--- src/rtl/sdram_wb_master.sv ---
// Wishbone master for the SDRAM controller: a request FIFO feeds one classic Wishbone cycle at a time.
// Read data is returned in order on a valid/ready port. A watchdog aborts any cycle whose ack never arrives.
module sdram_wb_master #(
  parameter int unsigned FIFO_DEPTH     = 4,
  parameter int unsigned TIMEOUT_CYCLES = 1024
) (
  input  logic                          clk,
  input  logic                          rst,
  input  logic                          req_valid,
  output logic                          req_ready,
  input  logic                          req_we,
  input  logic [22:0]                   req_addr,
  input  logic [31:0]                   req_wdata,
  output logic                          rsp_valid,
  input  logic                          rsp_ready,
  output logic [31:0]                   rsp_rdata,
  output logic [22:0]                   addr_o,
  output logic [31:0]                   dat_o,
  input  logic [31:0]                   dat_i,
  output logic                          we_o,
  output logic                          stb_o,
  output logic                          cyc_o,
  input  logic                          ack_i,
  output logic                          busy_o,
  output logic [$clog2(FIFO_DEPTH):0]   fifo_level_o,
  output logic                          timeout_o
);

  localparam int unsigned PTR_W = $clog2(FIFO_DEPTH);
  localparam int unsigned LVL_W = PTR_W + 1;
  localparam int unsigned WD_W  = $clog2(TIMEOUT_CYCLES);
  localparam logic [31:0] ABORT_DATA = 32'hDEAD_BEEF;

  typedef struct packed {
    logic        we;
    logic [22:0] addr;
    logic [31:0] wdata;
  } req_t;

  typedef enum logic [1:0] {IDLE, BUS, ACKLOW, RSP} state_t;

  req_t             fifo_mem [FIFO_DEPTH];
  req_t             head;
  logic [PTR_W-1:0] wr_ptr, rd_ptr;
  logic [LVL_W-1:0] count_d;
  logic [WD_W-1:0]  wdog_q, wdog_d;
  state_t           state_q, state_d;
  logic             push, pop;
  logic             stb_d, we_d, timeout_d, rsp_valid_d, busy_d, req_ready_d;
  logic [22:0]      addr_d;
  logic [31:0]      dat_d, rdata_d;

  assign push = req_valid && req_ready;
  assign head = fifo_mem[rd_ptr];

  // FIFO storage; contents need no reset because the pointers and level are cleared
  always_ff @(posedge clk) begin
    if (push) begin
      fifo_mem[wr_ptr] <= '{we: req_we, addr: req_addr, wdata: req_wdata};
    end
  end

  // Next-state and next-output logic
  always_comb begin
    state_d     = state_q;
    pop         = 1'b0;
    stb_d       = stb_o;
    we_d        = we_o;
    addr_d      = addr_o;
    dat_d       = dat_o;
    rdata_d     = rsp_rdata;
    rsp_valid_d = rsp_valid;
    timeout_d   = 1'b0;
    wdog_d      = wdog_q;
    unique case (state_q)
      IDLE: begin
        if (fifo_level_o != '0) begin
          pop     = 1'b1;
          addr_d  = head.addr;
          dat_d   = head.wdata;
          we_d    = head.we;
          stb_d   = 1'b1;
          wdog_d  = '0;
          state_d = BUS;
        end
      end
      BUS: begin
        // A late ack on the expiry cycle still wins over the watchdog
        if (ack_i) begin
          stb_d   = 1'b0;
          if (!we_o) rdata_d = dat_i;
          state_d = ACKLOW;
        end else if (wdog_q == WD_W'(TIMEOUT_CYCLES - 1)) begin
          stb_d     = 1'b0;
          timeout_d = 1'b1;
          if (!we_o) rdata_d = ABORT_DATA;
          state_d   = ACKLOW;
        end else begin
          wdog_d = wdog_q + WD_W'(1);
        end
      end
      ACKLOW: begin
        // The controller stretches ack; never launch again until it has fallen
        if (!ack_i) begin
          if (we_o) begin
            state_d = IDLE;
          end else begin
            rsp_valid_d = 1'b1;
            state_d     = RSP;
          end
        end
      end
      RSP: begin
        if (rsp_ready) begin
          rsp_valid_d = 1'b0;
          state_d     = IDLE;
        end
      end
      default: state_d = IDLE;
    endcase
    count_d     = fifo_level_o + LVL_W'(push) - LVL_W'(pop);
    req_ready_d = (count_d != LVL_W'(FIFO_DEPTH));
    busy_d      = (state_d != IDLE) || (count_d != '0);
  end

  // State, pointers and registered outputs
  always_ff @(posedge clk) begin
    if (rst) begin
      state_q      <= IDLE;
      wr_ptr       <= '0;
      rd_ptr       <= '0;
      fifo_level_o <= '0;
      wdog_q       <= '0;
      req_ready    <= 1'b1;
      rsp_valid    <= 1'b0;
      rsp_rdata    <= '0;
      addr_o       <= '0;
      dat_o        <= '0;
      we_o         <= 1'b0;
      stb_o        <= 1'b0;
      cyc_o        <= 1'b0;
      busy_o       <= 1'b0;
      timeout_o    <= 1'b0;
    end else begin
      state_q      <= state_d;
      if (push) wr_ptr <= wr_ptr + PTR_W'(1);
      if (pop)  rd_ptr <= rd_ptr + PTR_W'(1);
      fifo_level_o <= count_d;
      wdog_q       <= wdog_d;
      req_ready    <= req_ready_d;
      rsp_valid    <= rsp_valid_d;
      rsp_rdata    <= rdata_d;
      addr_o       <= addr_d;
      dat_o        <= dat_d;
      we_o         <= we_d;
      stb_o        <= stb_d;
      cyc_o        <= stb_d;
      busy_o       <= busy_d;
      timeout_o    <= timeout_d;
    end
  end

endmodule
--- config.mk ---
export PLATFORM = sky130hd
export DESIGN_NAME = sdram_wb_master
export DESIGN_NICKNAME = d
export VERILOG_FILES = /design/src/rtl/sdram_wb_master.sv
export SDC_FILE = /design/constraint.sdc
export NUM_CORES = 1
export LEC_CHECK = 0
export ABC_AREA = 1
export BUFFER_PORTS_ARGS = -buffer_cell sky130_fd_sc_hd__buf_4
export CAP_MARGIN = 0
export CORE_MARGIN = 1
export CORE_UTILIZATION = 31
export CTS_CLUSTER_DIAMETER = 50
export DETAILED_ROUTE_END_ITERATION = 16
export RECOVER_POWER = 50
export SYNTH_ARGS = -nofsm -noshare
export SYNTH_HDL_FRONTEND = slang
export SYNTH_SLANG_ARGS = --single-unit
--- constraint.sdc ---
create_clock -name clk -period 3.65 [get_ports clk]
set_input_delay 0.365 -clock clk [delete_from_list [all_inputs] [get_ports clk]]
set_output_delay 0.365 -clock clk [all_outputs]
set_load 0.01 [all_outputs]
==> out/metrics.cfg, run 1 <==
[timing]
relSlewSlack = 0.357
rsz0062_at_grt = no
tns_ns = 0
fmax_mhz = 419
min_period_ns = 2.39
finalSetupViolations = 0
drv_slew = 0
fin_crit_sh = 0.654
finalHoldViolCount = 0
tightest_slew_ns = 0.964
fin_hold_ws_ns = 0.128
skew_ns = 0.0112

[setup_path]
required_ns = 4.14
crit_start = wdog_q[0]
worstSetupEndpointType = flop
critPathArrivalTime_ns = 2.88
worstSetupStartpointType = flop
r2r_start = wdog_q[0]
critPathMaxFanout = 32
path_class = reg2reg

[cts]
postCtsHoldBufs = 55
clkSinkCount = 336
clock_path_buffers = 3
cts_tree = done
htree_num_levels = 2
clk_latency_ns = 0.56
cts_resized = 0
cts_setup_buffers = 0
numCtsBuffers = 42
path_clk_slew_ns = 0.05
cts-root-buf = clkbuf_16

[die]
die_width_um = 206
dieArea_um2 = 42400
num_io_pins = 190
core-area_um2 = 40900
start_util = 0.315
num_rows = 74
fp.dieH_um = 206

[power]
p_leak_nw = 5.71
switchingPower_mw = 4.29
peakVddDrop_mv = 0.461
seqPwrFrac = 0.418
power_density_nw_per_um2 = 774
clock_power_share = 0.324
p_sw_frac = 0.345
p_int_mw = 8.15
p_comb_frac = 0.257

[logic_synthesis]
yosys.area_share.xor_xnor = 0.00136
synth_cell_types = 30
yosys.area_share.simple = 0.129
synth_fp_nets = 1276
synth_top_cell_area_share = 0.522
synthMuxAreaShare = 0
yosysWarnings = 0
synth_area_leader_cell = edfxtp_1
synth_top_family_by_area = simple AND/OR/NAND/NOR gates
ys_ff_latch = 336
syn_inst = 1175
syn_avg_cell_area_um2 = 11.0
yosys-top-cells-area = edfxtp_1 (52%), dfxtp_1 (17%), nor2_1 (7.5%), o21ai_0 (6.8%), a31oi_1 (2.7%)
mappedNetlistArea_um2 = 12900
synthAdderAreaFrac = 0.00835
synth_compound_area_frac = 0.112
seq_area_frac_synth = 0.696

[place]
portBuffers = 189
dp_cells = 1834
gp_congestion = 0.799
hpwl_mm = 18.3

[routing]
first_iter_violations = 780
drt-pass1-iter-count = 5
drc_errors = 0
vias_per_cell = 4.70
ant_nets = 0
drt-wirelength-per-cell_um = 16.7
wirelength_mm = 32.8
vias = 9261

[cells_and_area]
final_core_util = 0.393
drive_gt1_frac = 0.0901
fin_cells = 1969
fin_nets = 1502
areaGrowthSynthToFinish_pct = 24.7

[flow_run]
max_cap_viol_count = 0

[global_route]
grtUsageTotal = 0.155
grt_overflow = 0
antenna_found_initial = 6
grt_max_degree = 71
grt_pass1_vias = 8988
grt_pass1_wl_mm = 50.0

[worst_hold_path]
hold_start = rsp_ready
hold_path.class = in2reg

[outcome]
status = completed

[critical path, stage by stage (launching register included)]
cell and delay (ns):
dfxtp_1 0.37, ha_1 0.23, nand2_1 0.08, nor2_1 0.33, nand3_4 0.15, nand2_1 0.39
nand3_4 0.44, nand2_1 0.17, nand2_1 0.07, nor2_1 0.07
[state kept, by name, summed over array words and instances, names as in the netlist, 2 cells and up]
name / flops
fifo_mem: 224
dat_o: 32
rsp_rdata: 32
addr_o: 23
wdog_q: 10
fifo_level_o: 3
rd_ptr: 2
state_q: 2
wr_ptr: 2
[final timing paths]
kind,slack [ns],endpoint,depth (start not counted)
hold reg to reg,0.44,rsp_rdata[19],2
hold / removal,0.13,rsp_valid,4
setup reg to reg,1.26,rsp_rdata[29],9
setup / recovery,1.26,rsp_rdata[29],9
[per-layer routing]
| layer | up-vias | global-route usage | part of all wire |
|---|---|---|---|
| met5 | - | 0 | 0 |
| met4 | 0 | 0.0530 | 0.023 |
| met1 | 4425 | 0.194 | 0.45 |
| li1 | 4542 | - | - |
| met3 | 57 | 0.0453 | 0.069 |
| met2 | 237 | 0.256 | 0.46 |
[cell usage after synthesis (all sizes together)]
cell      n
nor2    260
edfxtp  224
o21ai   175
dfxtp   112
inv      86
nand2    81
a31oi    56
a21oi    41
buf      41
clkbuf   35
nand4    32
nand3    14
ha        7
nor3      3
nor4      2
a21boi    1
and2      1
fa        1
nor3b     1
xnor2     1
xor2      1
[layout make-up]
type / instances / area, um^2
Fill cell: 4044 / 24900
Sequential cell: 336 / 8970
Multi-Input combinational cell: 677 / 3240
Timing Repair Buffer: 258 / 1510
Clock buffer: 54 / 1120
Tap cell: 532 / 666
Inverter: 86 / 324
Clock inverter: 21 / 221
Antenna cell: 5 / 12.5
[cells by family (layout without fill, tap and decap cells)]
logic type | count (synthesis) | count (layout)
compound gates | 273 | 273
simple gates | 394 | 394
other cells | 0 | 5
fa+ha+maj | 8 | 8
flops | 336 | 336
buf+inv | 162 | 419
xor+xnor | 2 | 2
[metrics by stage]
stage                     area [um^2]  setup WS (ns)  total power [mW]
final                           16100           1.26              12.4
after global routing            16100           1.01              13.2
after CTS                       16600           1.25              12.9
after detailed placement        14800           1.20              8.79
after global placement          14800           1.22              8.71
after floorplan                 12900          0.258              7.41
[power groups by stage]
stage	Sequential (mW)	Combinational, mW	Clock (mW)
floorplan	5.28	2.14	0
global placement	5.28	3.43	0
detailed placement	5.30	3.49	0
CTS	5.23	3.55	4.14
global route	5.28	3.65	4.30
finish	5.20	3.20	4.03
[cell usage in the layout (no fill, tap or decap), types with 2 or more instances in the layout]
cell,n
nor2_1,254
edfxtp_1,224
o21ai_0,175
clkbuf_1,164
dfxtp_1,110
inv_1,82
nand2_1,78
a31oi_1,56
dlygate4sd3_1,55
buf_4,49
clkbuf_16,43
a21oi_1,41
nand4_1,32
nand3_1,12
ha_1,7
nor2_4,6
diode_2,5
clkinv_2,4
inv_6,4
clkinvlp_4,4
inv_2,3
clkinv_1,3
bufinv_16,3
nand2_2,2
nand3_4,2
nor4_1,2
nor3_1,2
inv_8,2
clkinv_4,2
(Power assumes the default switching activity.)
==> inputs of run 2 (changes only) <==
==> constraint.sdc (replaced) <==
create_clock -name clk -period 2.5 [get_ports clk]
set_input_delay 0.25 -clock clk [delete_from_list [all_inputs] [get_ports clk]]
set_output_delay 0.25 -clock clk [all_outputs]
set_load 0.01 [all_outputs]
==> run 2 against run 1 <==
Utilization increased by 0.39 points. Die area stayed put. Sequential power up 43%. Fmax is 8.3% higher. Final cell count rose by 0.41%. Non-clock buffer count up 10. Largest cell class unchanged. Global-route usage fell by 0.47 points. Critical path type unchanged. Worst hold slack lost 0.069 ns. Worst setup slack got worse by 0.97 ns. Combinational power is 51% higher. Highest routed layer unchanged. Final area increased by 0.98%.
==> out/metrics.cfg, run 2 (synthesized netlist as in run 1, its figures left out) <==
[timing]
tns_ns = 0  ; unchanged
drv_slew = 0  ; unchanged
skew_ns = 0.0136  ; was 0.0112 ns
setup_ws_ns = 0.296  ; was 1.26 ns
fin_hold_ws_ns = 0.0596  ; was 0.128 ns
fin_crit_sh = 0.882  ; was 0.654
finalSetupViolations = 0  ; unchanged
tightest_slew_ns = 0.706  ; was 0.964 ns
relSlewSlack = 0.530  ; was 0.357
min_period_ns = 2.20  ; was 2.39 ns
finalHoldViolCount = 0  ; unchanged
rsz0062_at_grt = no  ; unchanged
fmax_mhz = 454  ; was 419 MHz

[cts]
path_clk_slew_ns = 0.05  ; about the same
cts-root-buf = clkbuf_16  ; unchanged
cts_resized = 0  ; unchanged
cts_setup_buffers = 0  ; unchanged
numCtsBuffers = 42  ; unchanged
clkSinkCount = 336  ; unchanged
htree_num_levels = 2  ; unchanged
cts_tree = done  ; unchanged
clock_path_buffers = 3  ; unchanged
clk_latency_ns = 0.55  ; was 0.56 ns

[power]
p_leak_nw = 5.81  ; was 5.71 nW
finalPower_mw = 18.4  ; was 12.4 mW
peakVddDrop_mv = 0.604  ; was 0.461 mV
power_density_nw_per_um2 = 1130  ; was 774 nW/um^2

[setup_path]
path_class = reg2reg  ; unchanged
required_ns = 2.99  ; was 4.14 ns
worstSetupEndpointType = flop  ; unchanged
worstSetupStartpointType = flop  ; unchanged
critPathArrivalTime_ns = 2.69  ; was 2.88 ns
critPathMaxFanout = 4  ; was 32

[outcome]
status = completed  ; unchanged

[cells_and_area]
largest_reg_flops = 224  ; unchanged
layout_commonest_cell = nor2_1  ; unchanged
nFillCells = 4003  ; was 4,044
fin_nets = 1512  ; was 1,502
mostFrequentLayoutCells = nor2_1 (255), edfxtp_1 (224), o21ai_0 (175), clkbuf_1 (163), dfxtp_1 (110)  ; was nor2_1 (254), edfxtp_1 (224), o21ai_0 (175), clkbuf_1 (164), dfxtp_1 (110)
regMostFlops = fifo_mem  ; unchanged
drive_gt1_frac = 0.0963  ; was 0.0901
areaGrowthSynthToFinish_pct = 25.9  ; was 24.7%
reg_top3 = fifo_mem (224), dat_o (32), rsp_rdata (32)  ; unchanged

[global_route]
grt_pass1_vias = 8757  ; was 8,988
grt_overflow = 0  ; unchanged
grt_max_degree = 114  ; was 71
grt_pass1_wl_mm = 48.6  ; was 50.0 mm
antenna_found_initial = 2  ; was 6
grtUsageTotal = 0.150  ; was 0.155

[die]
start_util = 0.315  ; unchanged
core-area_um2 = 40900  ; unchanged
num_io_pins = 190  ; unchanged
dieArea_um2 = 42400  ; unchanged
num_rows = 74  ; unchanged
fp.dieH_um = 206  ; unchanged
die_width_um = 206  ; unchanged

[place]
pre_cts_slack_ns = 0.305  ; was 1.20 ns
hpwl_mm = 17.6  ; was 18.3 mm
gp_congestion = 0.786  ; was 0.799
portBuffers = 189  ; unchanged

[routing]
vias = 9244  ; was 9,261
ant_nets = 0  ; unchanged
drt-wirelength-per-cell_um = 16.2  ; was 16.7 um
first_iter_violations = 628  ; was 780
wirelength_mm = 31.9  ; was 32.8 mm
drt-pass1-iter-count = 5  ; unchanged
drc_errors = 0  ; unchanged
vias_per_cell = 4.68  ; was 4.70

[flow_run]
max_cap_viol_count = 0  ; unchanged

[worst_hold_path]
hold_path.class = in2reg  ; unchanged

## run 2: cell types whose count changed in the layout (fill, tap and decap cells not counted), sizes merged
cell	before	now
clkinvlp	4	3
dlygate4sd3	55	58
inv	91	89
bufinv	3	4
clkbuf	207	210
diode	5	2
clkinv	9	10
buf	50	56
## run 2: layout make-up
cell class | instances | area, um^2 | area share
flip-flops and latches | 336 | 8970 | 0.553
multi-input cells | 677 | 3240 | 0.200
repair buffers | 268 | 1620 | 0.0996
clock buffers | 56 | 1160 | 0.0718
well taps | 532 | 666 | 0.0410
inverters | 86 | 325 | 0.0200
clock inverters | 20 | 239 | 0.0147
diodes | 2 | 5.00 | 0.000308
## run 2: power breakdown
part / switching [mW] / leakage, nW / internal, mW
sequential: 0.438 / 2.98 / 7.02
combinational: 3.40 / 2.15 / 1.44
clock: 2.34 / 0.680 / 3.72
## run 2: metrics by stage
stage,cell area (um^2),utilization,cells
floorplan,12900,-,1175
global placement,14800,0.362,1841
detailed placement,14800,0.362,1841
CTS,16800,0.411,1975
global route,16200,0.396,1976
finish,16200,0.397,1977
## run 2: timing repair
action | 4_1_cts | 5_1_grt
setup endpoints to repair | 0 | 0
endpoints found under the hold margin | 229 | 0
hold buffers | 58 | 0
## run 2: path summary, 6_finish.rpt
path,startpoint,to,slack (ns),depth (start not counted)
worst max register to register,fifo_level_o[1],busy_o,0.30,11
worst min-delay path,dat_i[29],rsp_rdata[29],0.06,5
worst max-delay path,fifo_level_o[1],busy_o,0.30,11
worst min register to register,rsp_rdata[30],rsp_rdata[30],0.44,2
## run 2: metal layers
layer  vias up  share of wire  global-route usage
met5         -              0                   0
met4         0          0.024              0.0609
met3        52          0.065              0.0339
met2       258           0.45               0.248
met1      4373           0.46               0.190
li1       4561              -                   -
## run 2: worst max-delay path, cell delays in order (launching register included)
cell and delay, ns:
dfxtp_1 0.35, nor3_2 0.26, nor2_4 0.05, ha_1 0.27, inv_1 0.04, ha_1 0.18, fa_1 0.41, xnor2_1 0.15
nand2_1 0.06, a21oi_1 0.22, nor2_1 0.07, nand3_1 0.07
